[src/rtl/lcd_text_ctrl_if.sv]
// Bundles the user character-write port and the lcd_comm command port of lcd_text_ctrl.
// The controller uses the slave modport. The user logic or lcd_comm side uses master.
interface lcd_text_ctrl_if #(
  parameter int ROWS  = 2,
  parameter int ROW_W = 2,
  parameter int COL_W = 5
);
  logic             we;
  logic [ROW_W-1:0] row;
  logic [COL_W-1:0] col;
  logic [7:0]       char;
  logic             clr;
  logic             update;
  logic             busy;
  logic [ROWS-1:0]  dirty;
  // lc_start is a one-cycle strobe. lc_data and lc_system are valid only in the strobe cycle.
  // A new strobe is issued only when lc_busy is low, and never in two consecutive cycles.
  logic             lc_start;
  logic [7:0]       lc_data;
  logic             lc_system;
  logic             lc_busy;
  logic [2:0]       state_dbg;

  modport master (
    output we, row, col, char, clr, update, lc_busy,
    input  busy, dirty, lc_start, lc_data, lc_system, state_dbg
  );

  modport slave (
    input  we, row, col, char, clr, update, lc_busy,
    output busy, dirty, lc_start, lc_data, lc_system, state_dbg
  );
endinterface

[src/rtl/lcd_text_ctrl.sv]
// Character-LCD frame controller: shadow text buffer, HD44780 init sequence and
// dirty-row refresh driving an lcd_comm command port.
module lcd_text_ctrl #(
  parameter int         ROWS         = 2,
  parameter int         COLS         = 16,
  parameter int         ROW_W        = 2,
  parameter int         COL_W        = 5,
  parameter logic [1:0] CURSOR_MODE  = 2'b00,
  parameter bit         AUTO_REFRESH = 1'b0
) (
  input logic            CLK,
  input logic            RST,
  lcd_text_ctrl_if.slave bus
);
  localparam int CELLS = ROWS * COLS;
  localparam int AW    = (CELLS > 1) ? $clog2(CELLS) : 1;

  typedef enum logic [2:0] {
    S_INIT = 3'd0,
    S_IDLE = 3'd1,
    S_SCAN = 3'd2,
    S_ADDR = 3'd3,
    S_CHAR = 3'd4
  } state_t;

  state_t           state, state_n;
  logic [2:0]       init_idx, init_idx_n;
  logic [ROW_W-1:0] cur_row, cur_row_n;
  logic [COL_W-1:0] col_idx, col_idx_n;
  logic             holdoff;
  logic [ROWS-1:0]  dirty, dirty_n;
  logic [7:0]       mem [CELLS];

  logic             wr_ok;
  logic [AW-1:0]    wr_addr, rd_addr;
  logic             any_dirty;
  logic [ROW_W-1:0] first_dirty;
  logic             can_issue;
  logic             strobe;
  logic [7:0]       cmd_byte;
  logic             cmd_sys;
  logic             clear_row;

  function automatic logic [7:0] init_byte(input logic [2:0] idx);
    case (idx)
      3'd0:    init_byte = (ROWS > 1) ? 8'h28 : 8'h20;
      3'd1:    init_byte = 8'h08;
      3'd2:    init_byte = 8'h01;
      3'd3:    init_byte = 8'h06;
      default: init_byte = {6'b000011, CURSOR_MODE};
    endcase
  endfunction

  // DDRAM line starts: rows 2/3 continue lines 0/1 after COLS characters.
  function automatic logic [7:0] row_base(input logic [ROW_W-1:0] r);
    int ri;
    ri = int'(r);
    row_base = (((ri & 1) != 0) ? 8'h40 : 8'h00) + (((ri & 2) != 0) ? 8'(COLS) : 8'h00);
  endfunction

  always_comb begin
    wr_ok   = (int'(bus.row) < ROWS) && (int'(bus.col) < COLS);
    wr_addr = AW'(int'(bus.row) * COLS + int'(bus.col));
    rd_addr = AW'(int'(cur_row) * COLS + int'(col_idx));
  end

  always_comb begin
    any_dirty   = 1'b0;
    first_dirty = '0;
    for (int r = ROWS - 1; r >= 0; r--) begin
      if (dirty[r]) begin
        any_dirty   = 1'b1;
        first_dirty = ROW_W'(r);
      end
    end
  end

  // holdoff blocks the cycle right after a strobe so lcd_comm has time to raise lc_busy.
  assign can_issue = !bus.lc_busy && !holdoff;

  always_comb begin
    state_n    = state;
    init_idx_n = init_idx;
    cur_row_n  = cur_row;
    col_idx_n  = col_idx;
    strobe     = 1'b0;
    cmd_byte   = 8'h00;
    cmd_sys    = 1'b1;
    clear_row  = 1'b0;
    case (state)
      S_INIT: begin
        cmd_byte = init_byte(init_idx);
        if (can_issue) begin
          strobe = 1'b1;
          if (init_idx == 3'd4) state_n = S_IDLE;
          else init_idx_n = init_idx + 3'd1;
        end
      end
      S_IDLE: begin
        if (bus.update || (AUTO_REFRESH && any_dirty)) state_n = S_SCAN;
      end
      S_SCAN: begin
        if (any_dirty) begin
          cur_row_n = first_dirty;
          state_n   = S_ADDR;
        end else begin
          state_n = S_IDLE;
        end
      end
      S_ADDR: begin
        cmd_byte = 8'h80 | row_base(cur_row);
        if (can_issue) begin
          strobe    = 1'b1;
          clear_row = 1'b1;
          col_idx_n = '0;
          state_n   = S_CHAR;
        end
      end
      S_CHAR: begin
        cmd_byte = mem[rd_addr];
        cmd_sys  = 1'b0;
        if (can_issue) begin
          strobe = 1'b1;
          if (col_idx == COL_W'(COLS - 1)) state_n = S_SCAN;
          else col_idx_n = col_idx + COL_W'(1);
        end
      end
      default: state_n = S_INIT;
    endcase
  end

  // A set from a write or a clear overrides the clear from the address strobe, so the row is sent again.
  always_comb begin
    dirty_n = dirty;
    for (int r = 0; r < ROWS; r++) begin
      if (clear_row && (int'(cur_row) == r)) dirty_n[r] = 1'b0;
    end
    if (bus.clr) begin
      dirty_n = '1;
    end else if (bus.we && wr_ok) begin
      for (int r = 0; r < ROWS; r++) begin
        if (int'(bus.row) == r) dirty_n[r] = 1'b1;
      end
    end
  end

  always_ff @(posedge CLK) begin
    if (!RST) begin
      state    <= S_INIT;
      init_idx <= 3'd0;
      cur_row  <= '0;
      col_idx  <= '0;
      holdoff  <= 1'b1;
      dirty    <= '0;
      for (int i = 0; i < CELLS; i++) mem[i] <= 8'h20;
    end else begin
      state    <= state_n;
      init_idx <= init_idx_n;
      cur_row  <= cur_row_n;
      col_idx  <= col_idx_n;
      holdoff  <= strobe;
      dirty    <= dirty_n;
      if (bus.clr) begin
        for (int i = 0; i < CELLS; i++) mem[i] <= 8'h20;
      end else if (bus.we && wr_ok) begin
        mem[wr_addr] <= bus.char;
      end
    end
  end

  assign bus.lc_start  = strobe;
  assign bus.lc_data   = strobe ? cmd_byte : 8'h00;
  assign bus.lc_system = strobe ? cmd_sys : 1'b1;
  assign bus.busy      = (state != S_IDLE);
  assign bus.dirty     = dirty;
  assign bus.state_dbg = state;
endmodule

[src/flat_wrapper.sv]
// flat-port wrapper written by rule: the top's interface ports become plain ports
module lcd_text_ctrl_flat 
#(
  parameter int         ROWS         = 2,
  parameter int         COLS         = 16,
  parameter int         ROW_W        = 2,
  parameter int         COL_W        = 5,
  parameter logic [1:0] CURSOR_MODE  = 2'b00,
  parameter bit         AUTO_REFRESH = 1'b0
)
  (CLK, RST, bus_we, bus_row, bus_col, bus_char, bus_clr, bus_update, bus_lc_busy, bus_busy, bus_dirty, bus_lc_start, bus_lc_data, bus_lc_system, bus_state_dbg);
  lcd_text_ctrl_if #(.ROWS(ROWS), .ROW_W(ROW_W), .COL_W(COL_W)) bus_i ();
  input logic CLK;
  input logic RST;
  input wire logic [$bits(bus_i.we)-1:0] bus_we;
  input wire logic [$bits(bus_i.row)-1:0] bus_row;
  input wire logic [$bits(bus_i.col)-1:0] bus_col;
  input wire logic [$bits(bus_i.char)-1:0] bus_char;
  input wire logic [$bits(bus_i.clr)-1:0] bus_clr;
  input wire logic [$bits(bus_i.update)-1:0] bus_update;
  input wire logic [$bits(bus_i.lc_busy)-1:0] bus_lc_busy;
  output wire logic [$bits(bus_i.busy)-1:0] bus_busy;
  output wire logic [$bits(bus_i.dirty)-1:0] bus_dirty;
  output wire logic [$bits(bus_i.lc_start)-1:0] bus_lc_start;
  output wire logic [$bits(bus_i.lc_data)-1:0] bus_lc_data;
  output wire logic [$bits(bus_i.lc_system)-1:0] bus_lc_system;
  output wire logic [$bits(bus_i.state_dbg)-1:0] bus_state_dbg;
  assign bus_i.we = bus_we;
  assign bus_i.row = bus_row;
  assign bus_i.col = bus_col;
  assign bus_i.char = bus_char;
  assign bus_i.clr = bus_clr;
  assign bus_i.update = bus_update;
  assign bus_i.lc_busy = bus_lc_busy;
  assign bus_busy = bus_i.busy;
  assign bus_dirty = bus_i.dirty;
  assign bus_lc_start = bus_i.lc_start;
  assign bus_lc_data = bus_i.lc_data;
  assign bus_lc_system = bus_i.lc_system;
  assign bus_state_dbg = bus_i.state_dbg;
  lcd_text_ctrl #(.ROWS(ROWS), .COLS(COLS), .ROW_W(ROW_W), .COL_W(COL_W), .CURSOR_MODE(CURSOR_MODE), .AUTO_REFRESH(AUTO_REFRESH)) u_core (.CLK(CLK), .RST(RST), .bus(bus_i));
endmodule
[config.mk]
export PLATFORM = sky130hd
export DESIGN_NAME = lcd_text_ctrl_flat
export DESIGN_NICKNAME = d
export VERILOG_FILES = /design/src/rtl/lcd_text_ctrl_if.sv /design/src/rtl/lcd_text_ctrl.sv /design/src/flat_wrapper.sv
export SDC_FILE = /design/constraint.sdc
export NUM_CORES = 1
export LEC_CHECK = 0
export ABC_AREA = 1
export CAP_MARGIN = 5
export CORE_MARGIN = 1
export CORE_UTILIZATION = 25
export CTS_BUF_LIST = sky130_fd_sc_hd__clkbuf_8
export DETAILED_ROUTE_END_ITERATION = 10
export PLACE_DENSITY_LB_ADDON = 0.08
export SLEW_MARGIN = 20
export SYNTH_ARGS = -nofsm -noshare
export SYNTH_HDL_FRONTEND = slang
export SYNTH_SLANG_ARGS = --single-unit
[constraint.sdc]
create_clock -name CLK -period 2.49 [get_ports CLK]
set_input_delay 0.249 -clock CLK [delete_from_list [all_inputs] [get_ports CLK]]
set_output_delay 0.249 -clock CLK [all_outputs]
set_load 0.02 [all_outputs]
==> flow_summary_export.csv, run 1 <==
group,metric,value,unit
synthesis,syn_inst,1475,
synthesis,synth_area,13100,um2
synthesis,avgSynthCellArea,8.86,um2
min_path,min_path_cells,3,
critical_path,r2r-start,"u_core.col_idx[0]",
place,place_congestion,0.820,
critical_path,r2r_slack,0.49,ns
critical_path,critical_path.max_fanout,7,
cells_and_area,multi_input_area,4410,um2
critical_path,critPathBufInv,4,
floorplan,start_util,25.4,%
timing,worst_pin_slew,0.617,ns
drt,final_antenna_net_count,0,
grt,antenna_found_initial,2,
critical_path,cp_slowest_stage_delay,0.40,ns
critical_path,critical-path-slowest-cell,"dfxtp_4",
clock_tree,cts_buffer_depth,3,
cells_and_area,layoutNonFillerInstCount,2384,
clock_tree,cts_hold_buf,0,
cells_and_area,regArea,7990,um2
power_and_ir_drop,peakVddDrop,0.310,mV
critical_path,crit_type,"flop to output pin",
drt,drc,0,
timing,fin_skew,0.0190,ns
grt,grt_usage,17.9,%
synthesis,synth_compound_area_share,5.02,%
clock_tree,insertion_delay,0.63,ns
run_status,status,"finished with violations",
synthesis,synth_nets,1502,
synthesis,synth.distinct_cells,35,
synthesis,synth_top_family_by_area,"simple AND/OR/NAND/NOR gates",
power_and_ir_drop,powerDensity,635,nW/um2
place,io_buffer_count,36,
cells_and_area,nFillCells,5478,
timing,maxSlewViolCount,0,
job,max_cap_viol_count,0,
floorplan,die_y,231,um
timing,rsz0062_at_grt,"yes",
timing,hold_slack,0.334,ns
min_path,hp-class,"primary input to flop",
timing,max_freq,371,MHz
drt,wl_per_cell,19.5,um
critical_path,setup.worst_path.start,"u_core.col_idx[0]",
floorplan,die_area,53200,um2
synthesis,synthMuxAreaShare,0,%
critical_path,arrival,2.44,ns
grt,grt_max_degree,33,
power_and_ir_drop,p_leak,7.09,nW
timing,layout_setup_ws,-0.204,ns
clock_tree,cts_buffers,51,
drt,dr.pass1.iters,5,
clock_tree,cts_num_sinks,271,
clock_tree,cts.clk_slew.worst_paths,0.06,ns
place,dp.cells,2279,
timing,relSlewSlack,58.8,%
timing,fin_crit,2.69,ns
synthesis,yosysWarnings,0,
synthesis,synth-xor-area-share,0.259,%
timing,finalSetupViolCount,8,
timing,hold_viol_final,0,
floorplan,io_pins,37,
cells_and_area,syn2layout_area_growth,30.4,%
drt,postRouteWirelength,46500,um
timing,fin_crit_sh,108,%
cells_and_area,nets,1689,
critical_path,r2r-end,"u_core.col_idx[2]",
critical_path,cp_common_cell,"nand2_1",
critical_path,rr_worst_depth,13,
critical_path,cp.required,2.24,ns
min_path,min_to,"u_core.bus.dirty[1]",
synthesis,synth-seq-cells,271,
critical_path,path_cells,"buf_8 > buf_12 > buf_8 > nand2_1 > nand2_1 > nand2_1 > nand3_1 > nand3_1 > nand2_1 > nand3_1 > a21oi_1 > buf_4",
clock_tree,tritoncts,"done",
run_status,violations,"negative setup slack",
floorplan,core_region_area,51500,um2
grt,first_global_vias,10700,
synthesis,synthAdderAreaFrac,0.574,%
synthesis,yosysSeqAreaShare,61.1,%
drt,drt_iter0_drc,622,
grt,grt_pass1_wl,69600,um
critical_path,cp_top_family,"simple AND/OR/NAND/NOR gates",
floorplan,die_w,231,um
clock_tree,h-tree-depth,2,
grt,gr-total-overflow,0,
critical_path,startpoint_type,"flop",
synthesis,yosys.area_share.simple,25.8,%
clock_tree,cts_root_buffer,"clkbuf_8",
power_and_ir_drop,power,10.8,mW
drt,vias,10579,
critical_path,critical_path_depth,12,
drt,viasPerCell,4.44,
place,hpwl,30400,um
min_path,hp-start,"bus_clr",
critical_path,end_kind,"output pin",
floorplan,placementRows,83,
cells_and_area,drive_gt1_share,22.3,%
## worst reg2reg max path: stages, from the launching register on
cell     delay, ns
dfxtp_4       0.37
buf_8         0.14
buf_4         0.14
ha_1          0.20
inv_1         0.08
nor2_1        0.06
ha_1          0.19
inv_1         0.05
nand2_1       0.09
a21oi_4       0.24
inv_2         0.08
o21ai_0       0.15
nand2_1       0.07
nor2_1        0.08
## repair_timing
| action | 4_1_cts | 5_1_grt |
|---|---|---|
| resized for setup | 102 | 46 |
| setup buffers | 4 | 5 |
| pin swaps | 22 | 26 |
| endpoints found under the setup margin | 8 | 9 |
| gates cloned | 3 | 0 |
## routing by layer
metal / track usage (%) / vias up / share of wire [%]
met1: 23.9 / 5161 / 47
met3: 2.89 / 70 / 3.7
li1: - / 5146 / -
met5: 0 / - / 0.028
met4: 5.46 / 2 / 2.5
met2: 29.6 / 200 / 47
## logic make-up (layout without fill, tap and decap cells)
kind of cell / count (synthesis) / after routing
AO/OA/AOI/OAI: 120 / 120
adder cells (fa/ha/maj): 6 / 6
other: 0 / 1
flip-flops: 271 / 271
AND/OR/NAND/NOR: 835 / 835
buffers and inverters: 240 / 468
XOR/XNOR: 3 / 3
## through the flow
step,cell area (um2),TNS [ns],util [%],setup WS (ns)
finish,17000,-1.46,33.1,-0.204
global route,17000,-2.70,33.1,-0.348
CTS,16900,-2.17,32.8,-0.310
detailed placement,15600,-1.33,30.3,-0.319
global placement,15600,-1.46,30.3,-0.311
floorplan,13100,0,-,0.498
## flip-flops by register name, indices dropped and copies added (netlist names)
register and cells:
u_core.bus.dirty 2, u_core.bus.state_dbg 3, u_core.cur_row 1, u_core.holdoff 1, u_core.col_idx 5, u_core.mem 256, u_core.init_idx 3
## layout make-up
class	count	share of cell area (%)
tap	680	4.99
timing repair buffer	206	13.1
antenna	1	0.0147
multi-input combinational	964	25.8
inverter	168	3.74
clock inverter	38	0.925
clock buffer	56	4.52
sequential	271	46.9
## worst max-delay path by stage
| stage | endpoint | slack (ns) |
|---|---|---|
| 3_3_place_gp | bus_lc_data[3] | -0.31 |
| 5_1_grt | bus_lc_data[6] | -0.35 |
| 4_1_cts | bus_lc_data[3] | -0.31 |
| 3_5_place_dp | bus_lc_data[3] | -0.32 |
| 6_report | bus_lc_data[0] | -0.20 |
| 2_1_floorplan | bus_lc_data[0] | 0.50 |
## cells in the mapped netlist (all sizes together)
| master | instances | area, um2 |
|---|---|---|
| buf | 29 | 151 |
| nand3 | 98 | 495 |
| nor3 | 10 | 70.1 |
| nand2 | 349 | 1310 |
| or2 | 1 | 6.26 |
| a31oi | 2 | 12.5 |
| nor2 | 375 | 1480 |
| inv | 167 | 627 |
| a21oi | 31 | 166 |
| o211a | 1 | 10.0 |
| a221oi | 1 | 8.76 |
| edfxtp | 256 | 7690 |
| xnor2 | 2 | 25.0 |
| a22oi | 3 | 22.5 |
| o21ai | 70 | 350 |
| dfxtp | 15 | 300 |
| clkbuf | 43 | 161 |
| a211oi | 2 | 15.0 |
| clkinv | 1 | 3.75 |
| o211ai | 6 | 45.0 |
| nand4 | 2 | 12.5 |
| o22ai | 4 | 25.0 |
| ha | 6 | 75.1 |
| xor2 | 1 | 8.76 |
## power breakdown
| group | switching, mW | internal [mW] | leakage (nW) | total (mW) |
|---|---|---|---|---|
| clock network | 2.00 | 2.06 | 0.554 | 4.06 |
| registers | 0.107 | 5.22 | 2.85 | 5.33 |
| logic | 0.904 | 0.535 | 3.69 | 1.44 |
## layout by cell type (no fill, tap or decap), drive strengths merged
| cell | Yosys | final |
|---|---|---|
| edfxtp | 256 | 256 |
| diode | 0 | 1 |
| nand3 | 98 | 98 |
| a211oi | 2 | 2 |
| xnor2 | 2 | 2 |
| a22oi | 3 | 3 |
| dfxtp | 15 | 15 |
| nand4 | 2 | 2 |
| a31oi | 2 | 2 |
| nor3 | 10 | 10 |
| nand2 | 349 | 349 |
| ha | 6 | 6 |
| clkdlybuf4s50 | 0 | 28 |
| o21ai | 70 | 70 |
| o211ai | 6 | 6 |
| o22ai | 4 | 4 |
| nor2 | 375 | 375 |
| or2 | 1 | 1 |
| o211a | 1 | 1 |
| buf | 29 | 178 |
| clkinvlp | 0 | 1 |
| a221oi | 1 | 1 |
| xor2 | 1 | 1 |
| clkinv | 1 | 16 |
| clkbuf | 43 | 56 |
| inv | 167 | 189 |
| a21oi | 31 | 31 |
(Power assumes the default switching activity.)
==> run 2, diff against run 1 <==
--- a/config.mk
+++ b/config.mk
@@ -6,7 +6,7 @@
 export NUM_CORES = 1
 export LEC_CHECK = 0
 export ABC_AREA = 1
-export CAP_MARGIN = 5
+export CAP_MARGIN = 20
 export CORE_MARGIN = 1
 export CORE_UTILIZATION = 25
 export CTS_BUF_LIST = sky130_fd_sc_hd__clkbuf_8
==> results of run 2 <==
Same layout as run 1: the final DEF is identical, and so are final timing and power.
==> run 3, diff against run 2 <==
--- a/config.mk
+++ b/config.mk
@@ -11,7 +11,7 @@
 export CORE_UTILIZATION = 25
 export CTS_BUF_LIST = sky130_fd_sc_hd__clkbuf_8
 export DETAILED_ROUTE_END_ITERATION = 10
-export PLACE_DENSITY_LB_ADDON = 0.08
+export PLACE_DENSITY = 0.4
 export SLEW_MARGIN = 20
 export SYNTH_ARGS = -nofsm -noshare
 export SYNTH_HDL_FRONTEND = slang
==> flow_summary_export.csv, run 3 (synthesis results as in run 1) <==
group,metric,value,unit
run_status,status,"finished with violations",
run_status,violations,"negative setup slack",
power_and_ir_drop,seq_power_share,48.6,%
power_and_ir_drop,peakVddDrop,0.313,mV
power_and_ir_drop,powerDensity,631,nW/um2
drt,wl_per_cell,18.8,um
cells_and_area,final_cell_area,17400,um2
drt,final_antenna_net_count,0,
place,place_congestion,0.810,
grt,grt_usage,16.9,%
power_and_ir_drop,power_switching,3.02,mW
drt,viasPerCell,4.46,
critical_path,end_kind,"output pin",
grt,antenna_found_initial,0,
power_and_ir_drop,clkPwrFrac,37.7,%
floorplan,io_pins,37,
drt,drc,0,
floorplan,die_w,231,um
power_and_ir_drop,comb_power_share,13.7,%
critical_path,startpoint_type,"flop",
cells_and_area,regMostFlops,"u_core.mem",
place,io_buffer_count,36,
floorplan,placementRows,83,
drt,drt_iter0_drc,738,
power_and_ir_drop,p_int,7.94,mW
grt,grt_pass1_wl,66600,um
clock_tree,cts_buffers,49,
timing,relSlewSlack,50.8,%
place,hpwl,28700,um
timing,fin_crit,2.75,ns
drt,dr.pass1.iters,5,
critical_path,crit_type,"flop to output pin",
timing,hold_viol_final,0,
cells_and_area,nets,1684,
floorplan,die_y,231,um
critical_path,arrival,2.50,ns
clock_tree,cts_buffer_depth,3,
place,postPlaceCellArea,15500,um2
cells_and_area,mostFrequentLayoutCell,"nor2_1",
clock_tree,cts.clk_slew.worst_paths,0.07,ns
timing,rsz0062_at_grt,"yes",
grt,gr-total-overflow,0,
cells_and_area,largest_reg_flops,256,
clock_tree,h-tree-depth,2,
place,dp_slack,-0.194,ns
timing,layout_setup_ws,-0.259,ns
clock_tree,cts_hold_buf,0,
cells_and_area,final_cell_mix,"nor2_1, nand2_1, edfxtp_1",
drt,postRouteWirelength,44600,um
clock_tree,tritoncts,"done",
power_and_ir_drop,power,11.0,mW
timing,fin_crit_sh,110,%
critical_path,cp.required,2.24,ns
floorplan,die_area,53200,um2
cells_and_area,syn2layout_area_growth,33.1,%
timing,worst_pin_slew,0.737,ns
floorplan,core_region_area,51500,um2
job,max_cap_viol_count,0,
cells_and_area,top_regs,"u_core.mem x256, u_core.col_idx x5",
clock_tree,cts_root_buffer,"clkbuf_8",
drt,vias,10583,
cells_and_area,post-route-util,33.8,%
grt,grt_max_degree,33,
min_path,hp-class,"primary input to flop",
critical_path,critical_path.max_fanout,12,
clock_tree,insertion_delay,0.63,ns
cells_and_area,drive_gt1_share,25.6,%
timing,fin_skew,0.0254,ns
clock_tree,cts_num_sinks,271,
power_and_ir_drop,switching_share,27.6,%
grt,first_global_vias,10636,
power_and_ir_drop,p_leak,7.16,nW
timing,finalSetupViolCount,8,
timing,maxSlewViolCount,0,
floorplan,start_util,25.4,%
cells_and_area,antenna_cells,0,
timing,max_freq,364,MHz
[run 3: cell count changes in the layout (fill, tap and decap cells not counted), sizes merged]
cell	delta
clkdlybuf4s50	-1
diode	-1
inv	-8
dlygate4sd2	+1
bufinv	+3
bufbuf	+1
buf	-8
clkinv	+6
clkinvlp	-1
clkbuf	-2
[run 3: routing by layer]
metal | GRT usage [%] | wire length (um)
met5 | 0 | 0
met1 | 22.7 | 20700
met3 | 2.94 | 2070
met2 | 27.3 | 20600
met4 | 5.38 | 1170
[run 3: power by group through the flow]
| stage | Sequential [mW] | Clock (mW) | Combinational [mW] |
|---|---|---|---|
| 6_report | 5.33 | 4.14 | 1.50 |
| 2_1_floorplan | 5.39 | 0 | 0.672 |
| 3_5_place_dp | 5.42 | 0 | 1.31 |
| 4_1_cts | 5.33 | 4.27 | 1.40 |
| 5_1_grt | 5.35 | 4.44 | 1.63 |
| 3_3_place_gp | 5.42 | 0 | 1.32 |
[run 3: final timing paths]
kind,from,endpoint,slack [ns],depth (start not counted)
worst max-delay path,u_core.col_idx[0],bus_lc_data[4],-0.26,11
worst min-delay path,bus_row[0],u_core.bus.dirty[1],0.32,3
worst max register to register,u_core.col_idx[1],u_core.col_idx[2],0.34,14
worst min register to register,u_core.bus.dirty[0],u_core.cur_row[0],0.51,1
[run 3: stage by stage]
step | hold WS [ns] | setup TNS, ns | cells
2_1_floorplan | 0.319 | 0 | 1475
4_1_cts | 0.280 | -2.48 | 2365
5_1_grt | 0.307 | -2.71 | 2374
6_report | 0.323 | -1.88 | 2374
3_5_place_dp | 0.502 | -1.11 | 2265
3_3_place_gp | 0.504 | -1.10 | 2265
[run 3: cell type report]
class / instances / area [um2]
clock buffers: 50 / 688
clock inverters: 38 / 234
fillers: 5363 / 34100
inverters: 168 / 646
multi-input cells: 964 / 4650
flip-flops and latches: 271 / 8000
well taps: 680 / 851
repair buffers: 203 / 2320
[run 3: worst max-delay path: stages, from the launching register on]
cell and delay, ns:
dfxtp_4 0.41, clkinv_8 0.11, buf_12 0.16, buf_6 0.13, nor2_1 0.04, o22ai_1 0.16
o21ai_1 0.08, nor2_1 0.25, nor2_1 0.06, nor2_1 0.15, buf_4 0.15, buf_4 0.13
[run 3: timing repair]
item	CTS	global route
gates cloned	4	4
pin swaps	15	50
setup endpoints to repair	10	9
gates resized for setup	105	112
setup buffers	8	5
